### config.mk
export PLATFORM = sky130hd
export DESIGN_NAME = overlay_marker_writer
export DESIGN_NICKNAME = d
export VERILOG_FILES = /design/src/rtl/overlay_marker_writer.sv
export SDC_FILE = /design/constraint.sdc
export NUM_CORES = 1
export LEC_CHECK = 0
export ABC_AREA = 1
export CAP_MARGIN = 10
export CORE_MARGIN = 2
export CORE_UTILIZATION = 54
export DETAILED_ROUTE_END_ITERATION = 8
export PLACE_DENSITY = 0.86
export SLEW_MARGIN = 40
export SYNTH_ARGS = -nofsm -noshare
export SYNTH_HDL_FRONTEND = slang
export SYNTH_SLANG_ARGS = --single-unit
### constraint.sdc
create_clock -name clock -period 6.5 [get_ports clock]
set_input_delay 0.65 -clock clock [delete_from_list [all_inputs] [get_ports clock]]
set_output_delay 0.65 -clock clock [all_outputs]
set_load 0.05 [all_outputs]
### src/rtl/overlay_marker_writer.sv
// Turns detector keypoints into "+" shaped overlay markers, issuing one
// byte-masked SRAM write per in-frame marker point on the overlay write port.
module overlay_marker_writer #(
    parameter int          WIDTH        = 800,
    parameter int          HEIGHT       = 600,
    parameter logic [17:0] FRAME1_BASE  = 18'd120000,
    parameter logic [7:0]  MARKER_VALUE = 8'hFF
) (
    input  logic        clock,
    input  logic        reset,
    input  logic        frame_sel,
    input  logic [9:0]  kp_x,
    input  logic [9:0]  kp_y,
    input  logic        kp_valid,
    output logic        kp_ready,
    output logic [53:0] dout,
    output logic        valid,
    input  logic        ready,
    output logic        busy,
    output logic [15:0] marker_count
);

    localparam logic [9:0]  X_LIM   = 10'(WIDTH);
    localparam logic [9:0]  Y_LIM   = 10'(HEIGHT);
    localparam logic [9:0]  X_LAST  = 10'(WIDTH - 1);
    localparam logic [9:0]  Y_LAST  = 10'(HEIGHT - 1);
    localparam logic [18:0] WIDTH19 = 19'(WIDTH);

    typedef enum logic [1:0] {IDLE, DROP, EMIT, DRAIN} state_t;

    state_t      state;
    logic [9:0]  x_q;
    logic [9:0]  y_q;
    logic        sel_q;
    logic [2:0]  k;
    logic [9:0]  cx;
    logic [9:0]  cy;
    logic        skip;
    logic [18:0] pix_idx;
    logic [17:0] word_addr;

    function automatic logic [3:0] lane_mask(input logic [1:0] lane);
        lane_mask = 4'b0001 << lane;
    endfunction

    // Offset order: center, left, right, up, down; edge neighbours are skipped
    always_comb begin
        cx   = x_q;
        cy   = y_q;
        skip = 1'b0;
        case (k)
            3'd1: begin cx = x_q - 10'd1; skip = (x_q == 10'd0);  end
            3'd2: begin cx = x_q + 10'd1; skip = (x_q == X_LAST); end
            3'd3: begin cy = y_q - 10'd1; skip = (y_q == 10'd0);  end
            3'd4: begin cy = y_q + 10'd1; skip = (y_q == Y_LAST); end
            default: ;
        endcase
    end

    assign pix_idx   = {9'd0, cy} * WIDTH19 + {9'd0, cx};
    assign word_addr = (sel_q ? FRAME1_BASE : 18'd0) + {1'b0, pix_idx[18:2]};

    assign kp_ready = (state == IDLE);
    assign busy     = (state != IDLE);

    // Keypoint capture: datapath only, qualified by the accept
    always_ff @(posedge clock) begin
        if (state == IDLE && kp_valid) begin
            x_q   <= kp_x;
            y_q   <= kp_y;
            sel_q <= frame_sel;
        end
    end

    always_ff @(posedge clock or posedge reset) begin
        if (reset) begin
            state        <= IDLE;
            k            <= 3'd0;
            valid        <= 1'b0;
            dout         <= '0;
            marker_count <= 16'd0;
        end else begin
            case (state)
                IDLE: begin
                    if (kp_valid) begin
                        if (kp_x >= X_LIM || kp_y >= Y_LIM) begin
                            state <= DROP;
                        end else begin
                            marker_count <= marker_count + 16'd1;
                            k            <= 3'd0;
                            state        <= EMIT;
                        end
                    end
                end
                DROP: state <= IDLE;
                EMIT: begin
                    // Output register only advances once the held request is taken
                    if (!valid || ready) begin
                        valid <= !skip;
                        if (!skip)
                            dout <= {lane_mask(pix_idx[1:0]), word_addr, {4{MARKER_VALUE}}};
                        if (k == 3'd4)
                            state <= DRAIN;
                        else
                            k <= k + 3'd1;
                    end
                end
                DRAIN: begin
                    if (!valid || ready) begin
                        valid <= 1'b0;
                        state <= IDLE;
                    end
                end
                default: state <= IDLE;
            endcase
        end
    end

endmodule

==> results by group <==
Min path
  • Hold depth: 1
  • HP Start: marker_count[15]$_DFFE_PP0P_
  • Hold Path Class: reg2reg

Drt
  • Detail Route Antenna Nets: 0
  • Via count: 4,797
  • Detailed Route WL: 11,500 µm
  • Vias/cell: 5.27
  • Wire length per cell: 12.6 µm
  • Drt initial violations: 248
  • Router iterations before antenna repair: 6
  • Remaining DRCs: 0

Clock tree
  • Sink Count: 66
  • Clock transition at the registers of the reported paths: 0.09 ns
  • Post-CTS Setup Inserts: 0
  • Worst skew pair latency: 0.36 ns
  • CTS H-tree depth: 3
  • CTS Buf Count: 9
  • Hold-fix buffers, CTS: 0
  • Clock Tree Buf Depth: 2
  • Clk root buf: clkbuf_8
  • CTS tree: yes
  • Post_cts resized: 0

Logic synthesis
  • Seq/Total Area, Yosys: 31.5%
  • Number of enable flip-flop cells after synthesis: 21
  • Commonest cells in the synthesized netlist: 145 x nand2_1, 92 x inv_1, 67 x ha_1
  • Top cell type's share of synthesized area: 20.2%
  • Most common cell in the synthesized netlist: nand2_1
  • Synth Flop Type: dfrtp_1
  • Mapped Area: 5580 µm²
  • Yosys top cell by area: dfrtp_1
  • Async SR Flop Fraction: 68.2%
  • Cell count after synthesis: 695
  • Area contributors post-synth: dfrtp_1 20%, ha_1 15%, edfxtp_1 11%
  • Avg Cell Area, Syn: 8.03 µm²
  • Post-Synthesis Net Count: 796
  • Yosys warns: 0
  • Synth unique cells: 37
  • #FFs+latches synth: 66

STA
  • Worst slew pin tran: 0.553 ns
  • WHS: 0.479 ns
  • Layout Skew: 0.0163 ns
  • Min Clock Period, post-route: 5.90 ns
  • Setup WS post-layout: 0.600 ns
  • Setup violators final: 0
  • Post-route setup TNS: 0 ns
  • Worst relative slew slack: 63.2%
  • Max Transition Viols Final: 0
  • Unrepaired setup endpoints after global routing: false
  • Fin crit share: 90.8%
  • Max frequency: 169 MHz
  • Hold Fails Final Rpt: 0

Worst setup path
  • Reg-to-reg critical path endpoint: dout[48]$_DFFE_PP0P_
  • Critical R2R Launch: k[0]$_DFFE_PP0P_
  • Worst Setup EP: dout[48]$_DFFE_PP0P_
  • CP startpoint: k[0]$_DFFE_PP0P_
  • Required @ worst endpoint: 6.75 ns
  • Critical Path End Type: register
  • WS Path Type: reg2reg
  • Slowest stage delay, CP: 0.49 ns
  • Slowest CP cell: fa_1
  • Crit-path most repeated cell: nand2_1
  • Critical-path maximum fanout: 11
  • R2R depth: 35
  • Critical Path AT: 6.15 ns
  • Critical path launch point type: register
  • Worst R2R Setup Slack: 0.60 ns

Final layout
  • Fillers: 815
  • Fin nets: 871
  • Area grow syn2layout: 19.5%
  • Cell area after layout: 6670 µm²
  • N_diodes: 0
  • Layout cells sized above 1: 7.35%

Global routing
  • Initial antenna violation count: 0
  • Pin count of the biggest net entering global routing: 46
  • Global route overflow: 0
  • Global-route wire length before repair: 19,700 µm
  • Vias in the first global route: 4,690
  • Total Routing Usage GR: 21.2%

Placed design
  • Port-buffer cells: 97
  • Post-DP HPWL: 9310 µm
  • Area post-placement: 6490 µm²
  • Setup WS pre-CTS: 0.428 ns
  • Routability Congestion: 0.889

Floorplan
  • Chip height: 106 µm
  • Cell Rows: 37
  • Chip Width: 106 µm
  • Core area: 10,200 µm²
  • Die Area: 11,200 µm²
  • Initial cell density of the core: 54.8%
  • Boundary pin count: 98

Flow run
  • Max cap viols: 0

Outcome
  • Status: complete, no violations
[critical path, delay by kind of cell, from the launching register on]
kind            cells  cell delay (ns)
simple gates       15             1.19
xor+xnor            3             0.57
compound gates      5             1.05
fa+ha+maj           7             2.26
buf+inv             5             0.32
flops               1             0.40
[cells by family (layout without fill, tap and decap cells)]
family	count (synthesis)	in the layout	share of synthesized area (%)
simple gates	282	282	22.5
buf+inv	135	215	11.4
compound gates	88	88	8.90
fa+ha+maj	76	76	18.2
flops	66	66	31.5
xor+xnor	48	48	7.53
[placed cells by master (no fill, tap or decap), drive strengths merged]
master           n
a21oi           29
fa               9
or2              8
nor2            53
o2111ai          2
dfrtp           45
o311ai           1
clkbuf           9
a21boi           1
clkinv           1
edfxtp          21
a31oi            5
buf              4
nand4           11
o31ai            7
inv            104
nor3             7
o21ai           38
xor2            35
xnor2           13
o41ai            2
nand3b           3
ha              67
clkdlybuf4s50   97
nor4             2
a21o             3
nand2          154
nand3           44
[layout make-up]
class                           instances  area, µm²  share of cell area, %
Inverter                               98        370                   5.55
Multi-Input combinational cell        494       3190                   47.9
Timing Repair Buffer                  101       1000                   15.0
Clock inverter                          7       56.3                  0.844
Clock buffer                            9        124                   1.86
Sequential cell                        66       1760                   26.3
Tap cell                              136        170                   2.55
[worst min-delay path by stage]
stage                                              end
after floorplan                       k[2]$_DFFE_PP0P_
after global placement            dout[39]$_DFFE_PP0P_
after detailed placement  marker_count[15]$_DFFE_PP0P_
after CTS                 marker_count[15]$_DFFE_PP0P_
after global routing      marker_count[15]$_DFFE_PP0P_
final                     marker_count[15]$_DFFE_PP0P_
[registers in the layout, indices dropped and copies added, names as in the netlist]
register and flops:
valid 1, marker_count 16, dout 23, sel_q 1
state 2, x_q 10, k 3, y_q 10
[metal layers]
metal / global-route usage, % / up-vias / wire length (µm) / part of all wire (%)
li1: - / 2397 / - / -
met1: 25.0 / 2228 / 5030 / 44
met2: 38.6 / 159 / 5680 / 49
met3: 4.39 / 13 / 654 / 5.7
met4: 6.30 / 0 / 119 / 1.0
met5: 0 / - / 0 / 0
[per-stage QoR]
step / util, % / std cells
floorplan: - / 695
global placement: 63.7 / 895
detailed placement: 63.7 / 895
CTS: 65.5 / 911
global route: 65.5 / 911
finish: 65.5 / 911
Power is not shown: default switching activity piles up to over one toggle a cycle in this logic, so the estimate is an artifact.
